[src/rtl/multicycle_ctrl_fsm.sv]
// multicycle_ctrl_fsm: main control FSM of the multicycle ARM datapath.
// Sequences fetch/decode/execute/writeback and emits strobes ahead of the CondEx gating.
module multicycle_ctrl_fsm #(
    parameter int STATE_W = 4
) (
    input  logic       clk,
    input  logic       reset,
    input  logic [1:0] Op,
    input  logic [5:0] Funct,
    input  logic [3:0] Rd,
    output logic       IRWrite,
    output logic       NextPC,
    output logic       AdrSrc,
    output logic [1:0] ALUSrcA,
    output logic [1:0] ALUSrcB,
    output logic [1:0] ResultSrc,
    output logic [1:0] ALUControl,
    output logic       RegW,
    output logic       MemW,
    output logic       PCS,
    output logic [1:0] FlagW,
    output logic       Illegal
);
    typedef enum logic [STATE_W-1:0] {
        FETCH, DECODE, MEMADR, MEMREAD, MEMWB, MEMWRITE,
        EXECR, EXECI, ALUWB, BRANCH, UNKNOWN
    } state_t;
    state_t     state_q, state_d;
    logic       nowrite_q, nowrite_d;
    logic       irw, npc, regw, memw, branch, illegal, alu_op;
    logic [1:0] alu_ctl, flagw;
    logic       known, addsub, cmp;
    always_ff @(posedge clk or negedge reset) begin
        if (!reset) begin
            state_q   <= FETCH;
            nowrite_q <= 1'b0;
        end else begin
            state_q   <= state_d;
            nowrite_q <= nowrite_d;
        end
    end
    always_comb begin
        cmp     = Funct[4:1] == 4'b1010;
        addsub  = Funct[4:1] == 4'b0100 || Funct[4:1] == 4'b0010 || cmp;
        known   = addsub || Funct[4:1] == 4'b0000 || Funct[4:1] == 4'b1100;
        alu_ctl = (Funct[4:1] == 4'b0010 || cmp) ? 2'b01 :
                  Funct[4:1] == 4'b0000 ? 2'b10 :
                  Funct[4:1] == 4'b1100 ? 2'b11 : 2'b00;
        flagw   = {Funct[0] & known, Funct[0] & addsub};
    end
    always_comb begin
        state_d    = FETCH;
        nowrite_d  = nowrite_q;
        irw        = 1'b0;
        npc        = 1'b0;
        regw       = 1'b0;
        memw       = 1'b0;
        branch     = 1'b0;
        illegal    = 1'b0;
        alu_op     = 1'b0;
        AdrSrc     = 1'b0;
        ALUSrcA    = 2'b00;
        ALUSrcB    = 2'b00;
        ResultSrc  = 2'b00;
        case (state_q)
            FETCH: begin
                state_d   = DECODE;
                irw       = 1'b1;
                npc       = 1'b1;
                ALUSrcA   = 2'b01;
                ALUSrcB   = 2'b10;
                ResultSrc = 2'b10;
            end
            DECODE: begin
                state_d   = Op == 2'b01 ? MEMADR :
                            Op == 2'b00 ? (Funct[5] ? EXECI : EXECR) :
                            Op == 2'b10 ? BRANCH : UNKNOWN;
                ALUSrcA   = 2'b01;
                ALUSrcB   = 2'b10;
                ResultSrc = 2'b10;
            end
            MEMADR: begin
                state_d = Funct[0] ? MEMREAD : MEMWRITE;
                ALUSrcB = 2'b01;
            end
            MEMREAD: begin
                state_d = MEMWB;
                AdrSrc  = 1'b1;
            end
            MEMWB: begin
                ResultSrc = 2'b01;
                regw      = 1'b1;
            end
            MEMWRITE: begin
                AdrSrc = 1'b1;
                memw   = 1'b1;
            end
            EXECR, EXECI: begin
                state_d   = ALUWB;
                alu_op    = 1'b1;
                ALUSrcB   = state_q == EXECI ? 2'b01 : 2'b00;
                nowrite_d = cmp;
            end
            ALUWB: regw = ~nowrite_q;
            BRANCH: begin
                ALUSrcB   = 2'b01;
                ResultSrc = 2'b10;
                branch    = 1'b1;
            end
            UNKNOWN: illegal = 1'b1;
            default: state_d = FETCH;
        endcase
    end
    // Strobes are forced low while reset is held; selects keep their FETCH decode.
    assign ALUControl = alu_op ? alu_ctl : 2'b00;
    assign FlagW      = (alu_op && reset) ? flagw : 2'b00;
    assign IRWrite    = irw & reset;
    assign NextPC     = npc & reset;
    assign RegW       = regw & reset;
    assign MemW       = memw & reset;
    assign PCS        = (branch | (regw & Rd == 4'd15)) & reset;
    assign Illegal    = illegal & reset;
endmodule
[config.mk]
export PLATFORM = sky130hd
export DESIGN_NAME = multicycle_ctrl_fsm
export DESIGN_NICKNAME = d
export VERILOG_FILES = /design/src/rtl/multicycle_ctrl_fsm.sv
export SDC_FILE = /design/constraint.sdc
export NUM_CORES = 1
export LEC_CHECK = 0
export ABC_CLOCK_PERIOD_IN_PS = 2500
export CAP_MARGIN = 20
export CORE_UTILIZATION = 38
export DETAILED_ROUTE_END_ITERATION = 6
export GPL_ROUTABILITY_DRIVEN = 0
export PLACE_DENSITY = 0.79
export REMOVE_ABC_BUFFERS = 1
export SLEW_MARGIN = 20
export SYNTH_ARGS = -nofsm -noshare
export SYNTH_HDL_FRONTEND = slang
export SYNTH_SLANG_ARGS = --single-unit
[constraint.sdc]
create_clock -name clk -period 2.5 [get_ports clk]
set_input_delay 0.25 -clock clk [delete_from_list [all_inputs] [get_ports clk]]
set_output_delay 0.25 -clock clk [all_outputs]
set_load 0.02 [all_outputs]
Yosys cells after proc, flatten, opt, wreduce, memory -nomap -nowiden
Index checks and enable logic that the tools add are counted.
Word-level totals
  word-level logic and storage cells: 65
  register bits after elaboration: 5
  output and inout port bits: 17
  input bits: 14
  memory bits (read-only): 0
  memory bits (writable): 0
  latch bits: 0
  memories kept: 0
Cells by class
  muxes and demuxes: 22
  bitwise logic cells: 10
  equality and inequality tests: 17
  shift operators: 0
  div/mod/pow operators: 0
  add/subtract/negate cells: 0
  multiply operators: 0
  $lt $le $gt $ge: 0
  reductions and logical operators: 14
Operators with widths (number)
  $eq A4 B4 Y1 const B: 6
  $eq A4 B3 Y1 const B: 5
  $pmux W4 S5: 1
  $eq A4 B2 Y1 const B: 3
  $mux W2: 6
  $mux W1: 9
  $and A1 B1 Y1: 8
  $logic_not A4 Y1: 2
  $mux W4: 2
  $reduce_or A2 Y1: 4
  $pmux W2 S3: 1
  $logic_or A1 B1 Y1: 5
  $eq A4 B1 Y1 const B: 1
  $pmux W2 S2: 1
  $mux W3: 1
  $reduce_or A3 Y1: 1
  $eq A2 B1 Y1 const B: 1
  $eq A2 B2 Y1 const B: 1
  $logic_not A2 Y1: 1
  $pmux W1 S2: 1
  $logic_and A1 B1 Y1: 1
  $not A1 Y1: 1
  $or A1 B1 Y1: 1

Logic depth before layout (Yosys ltp)
Gate-level depths: netlist (run 1).
  depth after elaboration: 7
  depth in mapped cells: 4
  mapped depth without buffers: 3

Worst setup path before layout (run 1)
Ideal clock, no wire load.
  path kind: reg2out
  start point: reg state_q[2]
  end point: out NextPC
  stages on the path, launching flop included: 5
  required time: 2.250 ns
  slack: 0.566 ns
  path buffers: 2
  data arrival time: 1.684 ns
  cells stage by stage: dfrtp_1 > buf_2 > nor3_1 > and3_1 > buf_4
Between the ends
  cells in the longest elaborated chain, start to end: 3
RTL lines
  from (decl): RTL line 28  | state_t state_q, state_d;
  from (signal assigned): RTL line 38  | state_q <= state_d;
  $logic_not A4 Y1
  $mux W1
  $and A1 B1 Y1
  to (decl): RTL line 12  | output logic NextPC,
No other way between the ends.

Final worst setup path (run 1)
  start point: reg state_q[3]
  end point: out FlagW[0]
Between the ends
  cells in the longest elaborated chain, start to end: 5
  elaborated cells between the ends (all ways): 6
  those cells by class: 2 x eq/ne; 2 x mux; 2 x reduce/logical
RTL lines
  $eq A4 B3 Y1: RTL line 65  | case (state_q)
  $reduce_or A2 Y1 *: RTL line 65
  $mux W1 *: RTL line 65
  $logic_and A1 B1 Y1 *: RTL line 116  | assign FlagW = (alu_op && reset) ? flagw : 2'b00;
  $mux W2 *: RTL line 116
  to (decl): RTL line 21  | output logic [1:0] FlagW,
Every way passes the cells marked *; elsewhere a longest branch is shown, timed or not.

==> results of run 1 <==
## synthesized netlist by cell type, drive strengths merged
master | n | area (um^2)
buf | 6 | 43.79
o32ai | 1 | 8.760
o21ai | 3 | 15.01
nor2 | 2 | 7.510
o2bb2ai | 1 | 8.760
conb | 1 | 3.750
xor2 | 2 | 17.52
a211oi | 4 | 35.03
nor3b | 3 | 22.52
o32a | 1 | 10.01
a21oi | 3 | 15.01
nand2 | 4 | 15.01
mux2 | 1 | 11.26
or2b | 1 | 7.510
nand2b | 4 | 32.53
nand4 | 1 | 6.260
inv | 3 | 11.26
dfrtp | 5 | 125.1
nor3 | 7 | 35.03
or4 | 2 | 18.77
xnor2 | 1 | 8.760
or2 | 1 | 6.260
nor2b | 2 | 12.51
and3 | 1 | 6.260
nand3b | 1 | 7.510
or3b | 1 | 8.760
or3 | 1 | 6.260
## worst reg2reg max path: stages (launching register included)
cell	delay, ps
dfrtp_1	480
nand2b_4	210
or2_2	280
mux2_2	270
## sequential cells by signal, summed over array words and instances, names as in the netlist
| register | flops |
|---|---|
| nowrite_q | 1 |
| state_q | 4 |
## cell families after synthesis
group           count (synthesis)  synth area share
simple gates                   31            0.3803
mux                             1           0.02222
flops                           5            0.2469
compound gates                 13            0.1827
buf+inv                         9            0.1086
other cells                     1          0.007400
xor+xnor                        3           0.05186
## final cells by class
type,instances,area [um^2]
clock buffers,4,26.28
flip-flops and latches,5,125.1
well taps,14,17.52
inverters,3,11.26
multi-input cells,49,326.6
repair buffers,33,327.8
fillers,104,336.6
## per-layer routing
metal,vias to the layer above,part of all wire,track usage
met5,-,0,0
li1,290,-,-
met1,246,0.44,0.2302
met3,0,0.079,0.05233
met4,0,0,0.02586
met2,27,0.48,0.3833
## worst min-delay path by stage
stage | slack (ps) | depth (start not counted) | to
2_1_floorplan | -50 | 0 | nowrite_q$_DFFE_PN0P_
3_3_place_gp | 510 | 1 | nowrite_q$_DFFE_PN0P_
3_5_place_dp | 520 | 1 | nowrite_q$_DFFE_PN0P_
4_1_cts | 310 | 2 | state_q[3]$_DFF_PN0_
5_1_grt | 320 | 2 | state_q[1]$_DFF_PN0_
6_report | 310 | 2 | state_q[3]$_DFF_PN0_
## stage by stage
stage	util	instances	worst slack (ps)
after floorplan	-	57	269.2
after detailed placement	0.6838	104	213.2
after global routing	0.7126	108	14.57
after CTS	0.7062	108	6.706
final	0.7126	108	96.74
after global placement	0.6838	104	219.2
## power groups by stage
stage	logic (uW)	clock network, uW	registers (uW)
floorplan	320	0	186
global placement	594	0	178
detailed placement	596	0	180
CTS	601	95.3	179
global route	646	103	187
finish	595	92.2	180
## what timing repair did
action / in CTS / in global routing
buffers inserted: 0 / 0
setup endpoints to repair: 0 / 3
resized for setup: 0 / 3
## layout by cell type, fill, tap and decap left out, types with 2 or more instances in the layout
cell	Yosys	final
nor3b_1	3	3
nor3_1	7	7
clkbuf_4	0	3
nand2b_1	3	3
nor2_1	2	2
dlymetal6s2s_1	0	3
buf_4	3	4
clkdlybuf4s50_1	0	26
nand2_1	4	4
a211oi_1	3	3
inv_1	3	3
xor2_1	2	2
dfrtp_1	5	5
a21oi_1	3	3
o21ai_0	3	3
nor2b_1	2	2
==> summary.md, run 1 <==
| Metric | Value |
|---|---|
| IO Port Bufs | `29` |
| Reg-to-Reg End | `nowrite_q$_DFFE_PN0P_` |
| CP endpoint | `FlagW[0]` |
| Post-synthesis sequential area ratio | `0.2469` |
| Internal | `473.8 uW` |
| Total gr overflow | `0` |
| Area Overhead vs Synth | `64.69%` |
| Share of layout cells above drive strength 1 | `0.1383` |
| Sequential power share | `0.207` |
| Final hold slack | `308.7 ps` |
| Vias in the first global route | `around 510` |
| DRC errors left | `0` |
| Placed Area | `800.8 um^2` |
| Crit Path Max Fanout | `10` |
| ANT nets after route | `0` |
| RSZ-0062 raised after global routing | `no` |
| Worst Setup End Kind | `output pin` |
| Initial antenna violation count | `0` |
| Startpoint Class | `flop` |
| Hold buffer count at cts | `0` |
| Top Ports | `31` |
| First-pass GRT wire length | `~2100 um` |
| Power Density | `just over 1000 nW/um^2` |
| WL final | `approximately 1300 um` |
| Max Transition Viols Final | `0` |
| Starting DRT DRC Count | `3` |
| # setup viols final | `0` |
| Reg clk slew, reported paths | `50 ps` |
| Reg2Reg Setup Slack | `1140 ps` |
| Clock tree from TritonCTS | `built` |
| Final Hold Violating Endpoints | `0` |
| Flops & latches, synth | `5` |
| CTS H-tree depth | `1` |
| Setup TNS Final | `0 ps` |
| Largest net degree at the start of global routing | `14` |
| Pwr Total | `867.2 uW` |
| Avg Inst Size Synth | `roughly 8 um^2` |
| Worst path cell trace | `nand2b_4 -> or4_4 -> a21oi_1 -> clkdlybuf4s50_1` |
| Drt wl/cell | `12.12 um` |
| Critical path class | `flop to output pin` |
| Row count | `12` |
| CP bufs+invs | `1` |
| CP startpoint | `state_q[3]$_DFF_PN0_` |
| Die H | `just under 40 um` |
| FMAX | `0.4161 GHz` |
| R2R cell count | `3` |
| Critical R2R Launch | `state_q[3]$_DFF_PN0_` |
| Critical path's top delay family | `simple AND/OR/NAND/NOR gates` |
| Final-stage net count | `109` |
| YS warnings | `0` |
| Vias per cell | `~5.2` |
| Synth Cell Area | `a little over 500 um^2` |
| WP depth | `4` |
| Peak supply drop | `approximately 0.00086 V` |
| Slowest-stage cell, CP | `clkdlybuf4s50_1` |
| Clk buf depth | `2` |
| Die Width | `between 30 and 40 um` |
| Core Region | `1171 um^2` |
| Max cap viols | `0` |
| CP peak stage delay | `just over 600 ps` |
| Status | `complete, no violations` |
| CP required | `~2300 ps` |
| Vias | `between 500 and 600` |
| Total track usage | `0.2034` |
| Post-DP HPWL | `around 1000 um` |
| Post-layout instance area | `~830 um^2` |
| Post-synth cell types | `32` |
| Starting density of the core | `0.4327` |
| Final worst path period share | `0.9613` |
| Net Sw Power | `a little under 400 uW` |
| Post-Syn Instances | `between 60 and 70` |
| First-pass DRT Iterations | `4` |
| Worst skew pair latency | `240 ps` |
| Part of the power in the clock network | `0.106` |
| Leakage | `0.0003627 uW` |
| Number of clock sinks | `5` |
| Tightest Hold Check Type | `input pin to async pin` |
| Worst Skew | `4.463 ps` |
| Critical Path AT | `approximately 2200 ps` |
| Antenna Cells | `0` |
| Root buf cell | `clkbuf_4` |
| TritonCTS buffer count | `3` |
| Die area | `between 1000 and 1500 um^2` |
| Gate power share | `0.686` |
| Min cycle time layout | `about 2400 ps` |
| Switch share | `0.4536` |
No activity file was read; power rests on OpenSTA's default activity.
==> run 2, diff against run 1 <==
==> constraint.sdc (replaced) <==
create_clock -name clk -period 2.5 [get_ports clk]
set_input_delay 0.375 -clock clk [delete_from_list [all_inputs] [get_ports clk]]
set_output_delay 0.375 -clock clk [all_outputs]
set_load 0.02 [all_outputs]
==> run 2 against run 1 <==
Effect of this change: routed wire length down 1.5%; total power up 1.7%; maximum frequency down 0.12%; critical endpoint is now ALUControl[0]; highest routed layer unchanged.
==> summary.md, run 2 (same netlist as run 1, synthesis figures left out) <==
| Metric | Value |
|---|---|
| Placed Area | `830.8 um^2 (was 800.8 um^2)` |
| Area occupied by multi-input gates | `326.6 um^2 (unchanged)` |
| Share of layout cells above drive strength 1 | `0.1735 (was 0.1383)` |
| Cells after DPL | `108 (was 104)` |
| TritonCTS buffer count | `3 (unchanged)` |
| Reg clk slew, reported paths | `40 ps (was 50 ps)` |
| Drt wl/cell | `11.51 um (was 12.12 um)` |
| Max Transition Viols Final | `0 (unchanged)` |
| Max reg flops | `4 (unchanged)` |
| Tightest Hold Check Type | `input pin to async pin (unchanged)` |
| Root buf cell | `clkbuf_4 (unchanged)` |
| Largest net degree at the start of global routing | `14 (unchanged)` |
| Post-DP HPWL | `1018 um (was 1005 um)` |
| Core Region | `1171 um^2 (unchanged)` |
| Clk buf depth | `2 (unchanged)` |
| First-pass GRT wire length | `2049 um (was 2125 um)` |
| Leakage | `0.0004059 uW (was 0.0003627 uW)` |
| CP required | `2120 ps (was 2250 ps)` |
| Area Overhead vs Synth | `70.86% (was 64.69%)` |
| WL final | `1289 um (was 1309 um)` |
| Reg-to-Reg End | `state_q[3]$_DFF_PN0_ (was nowrite_q$_DFFE_PN0P_)` |
| Vias | `585 (was 563)` |
| Status | `complete, no violations (unchanged)` |
| Max cap viols | `0 (unchanged)` |
| Critical path class | `input pin to output pin (was flop to output pin)` |
| Die H | `38.52 um (unchanged)` |
| Startpoint Class | `input pin (was flop)` |
| ANT nets after route | `0 (unchanged)` |
| Total track usage | `0.2024 (was 0.2034)` |
| DRC errors left | `0 (unchanged)` |
| Clock tree from TritonCTS | `built (unchanged)` |
| Most frequent cells in the layout | `24 x clkdlybuf4s50_1, 8 x buf_4, 7 x nor3_1, 5 x dfrtp_1 (was 26 x clkdlybuf4s50_1, 7 x nor3_1, 5 x dfrtp_1, 4 x nand2_1, 4 x buf_4)` |
| Row count | `12 (unchanged)` |
| R2R cell count | `3 (unchanged)` |
| Power Density | `1018 nW/um^2 (was 1039 nW/um^2)` |
| Starting density of the core | `0.4327 (unchanged)` |
| Initial antenna violation count | `0 (unchanged)` |
| Worst Setup End Kind | `output pin (unchanged)` |
| FMAX | `0.4156 GHz (was 0.4161 GHz)` |
| Vias per cell | `5.223 (was 5.213)` |
| Critical R2R Launch | `state_q[0]$_DFF_PN0_ (was state_q[3]$_DFF_PN0_)` |
| Min cycle time layout | `2406 ps (was 2403 ps)` |
| Post-layout instance area | `865.8 um^2 (was 834.6 um^2)` |
| Cell Count, Final, Fillers Out | `112 (was 108)` |
| Hold buffer count at cts | `0 (unchanged)` |
| Critical Path AT | `2030 ps (was 2150 ps)` |
| Crit Path Max Fanout | `2 (was 10)` |
| # setup viols final | `0 (unchanged)` |
| Util after Layout | `0.7393 (was 0.7126)` |
| Final worst path period share | `0.9624 (was 0.9613)` |
| Top Ports | `31 (unchanged)` |
| First-pass DRT Iterations | `4 (unchanged)` |
| Die Width | `38.52 um (unchanged)` |
| Vias in the first global route | `509 (was 512)` |
| Peak supply drop | `0.0008407 V (was 0.0008635 V)` |
| Fillers | `90 (was 104)` |
| Final-stage net count | `113 (was 109)` |
| RSZ-0062 raised after global routing | `no (unchanged)` |
| Antenna Cells | `0 (unchanged)` |
| Total gr overflow | `0 (unchanged)` |
| Commonest non-fill, non-tap cell in the layout | `clkdlybuf4s50_1 (unchanged)` |
| Worst skew pair latency | `240 ps (about the same)` |
| Register area | `125.1 um^2 (unchanged)` |
| IO Port Bufs | `29 (unchanged)` |
| Final Hold Violating Endpoints | `0 (unchanged)` |
| CTS H-tree depth | `1 (unchanged)` |
| Reg2Reg Setup Slack | `1210 ps (was 1140 ps)` |
| Number of clock sinks | `5 (unchanged)` |
| Largest Register | `state_q (unchanged)` |
| Starting DRT DRC Count | `3 (unchanged)` |
| Die area | `1483 um^2 (unchanged)` |
| Largest registers | `state_q: 4 flops, nowrite_q: 1 flops (unchanged)` |
| Worst Skew | `0.8198 ps (was 4.463 ps)` |
[run 2: cell types whose count changed in the layout (fill, tap and decap cells not counted), sizes merged]
cell / change
clkdlybuf4s50: -2
dlygate4sd2: +1
dlymetal6s2s: +1
buf: +4
[run 2: repair_timing]
| item | CTS | global route |
|---|---|---|
| setup endpoints to repair | 1 | 4 |
| setup buffers | 0 | 0 |
| gates resized for setup | 1 | 4 |
[run 2: how the worst max path moves through the flow]
| stage | start | endpoint | slack [ps] | cells past startpoint |
|---|---|---|---|---|
| detailed placement | reset | FlagW[1] | -60 | 5 |
| floorplan | state_q[1]$_DFF_PN0_ | IRWrite | 140 | 2 |
| CTS | Funct[1] | ALUControl[1] | 20 | 5 |
| finish | Funct[1] | ALUControl[0] | 90 | 5 |
| global placement | reset | FlagW[1] | -30 | 5 |
| global route | Funct[1] | ALUControl[0] | 30 | 5 |
[run 2: critical path, stage by stage]
cell	delay, ps
clkdlybuf4s50_1	420
buf_4	140
or3_1	350
a21oi_1	130
clkdlybuf4s50_1	610
[run 2: area by class of cell]
class,instances,area share
inverter,3,0.01301
timing repair buffer,37,0.4147
multi-input combinational,49,0.3772
clock buffer,4,0.03035
tap,14,0.02023
sequential,5,0.1445
[run 2: where the power goes]
group          internal, uW  leakage, uW  total (uW)  switching [uW]
clock network          60.2    0.0000150        90.8            30.7
registers               119    0.0000651         156            37.1
logic                   308     0.000326         634             327
total                   487     0.000406         882             395
[run 2: layer usage]
layer | vias to the layer above | track usage | wire (um)
li1 | 296 | - | -
met1 | 262 | 0.2238 | 559
met2 | 27 | 0.3625 | 643
met3 | 0 | 0.05233 | 86
met4 | 0 | 0.07759 | 0
met5 | - | 0 | 0
[run 2: through the flow]
step / worst slack [ps] / hold WS (ps) / setup TNS (ps) / power, uW
after CTS: 21.40 / 448.8 / 0 / 891.1
after floorplan: 144.2 / 79.41 / 0 / 505.7
after global placement: -31.94 / 511.6 / -31.94 / 787.9
after global routing: 30.80 / 466.2 / 0 / 951.5
final: 93.90 / 448.7 / 0 / 881.7
after detailed placement: -58.27 / 514.6 / -58.27 / 790.9
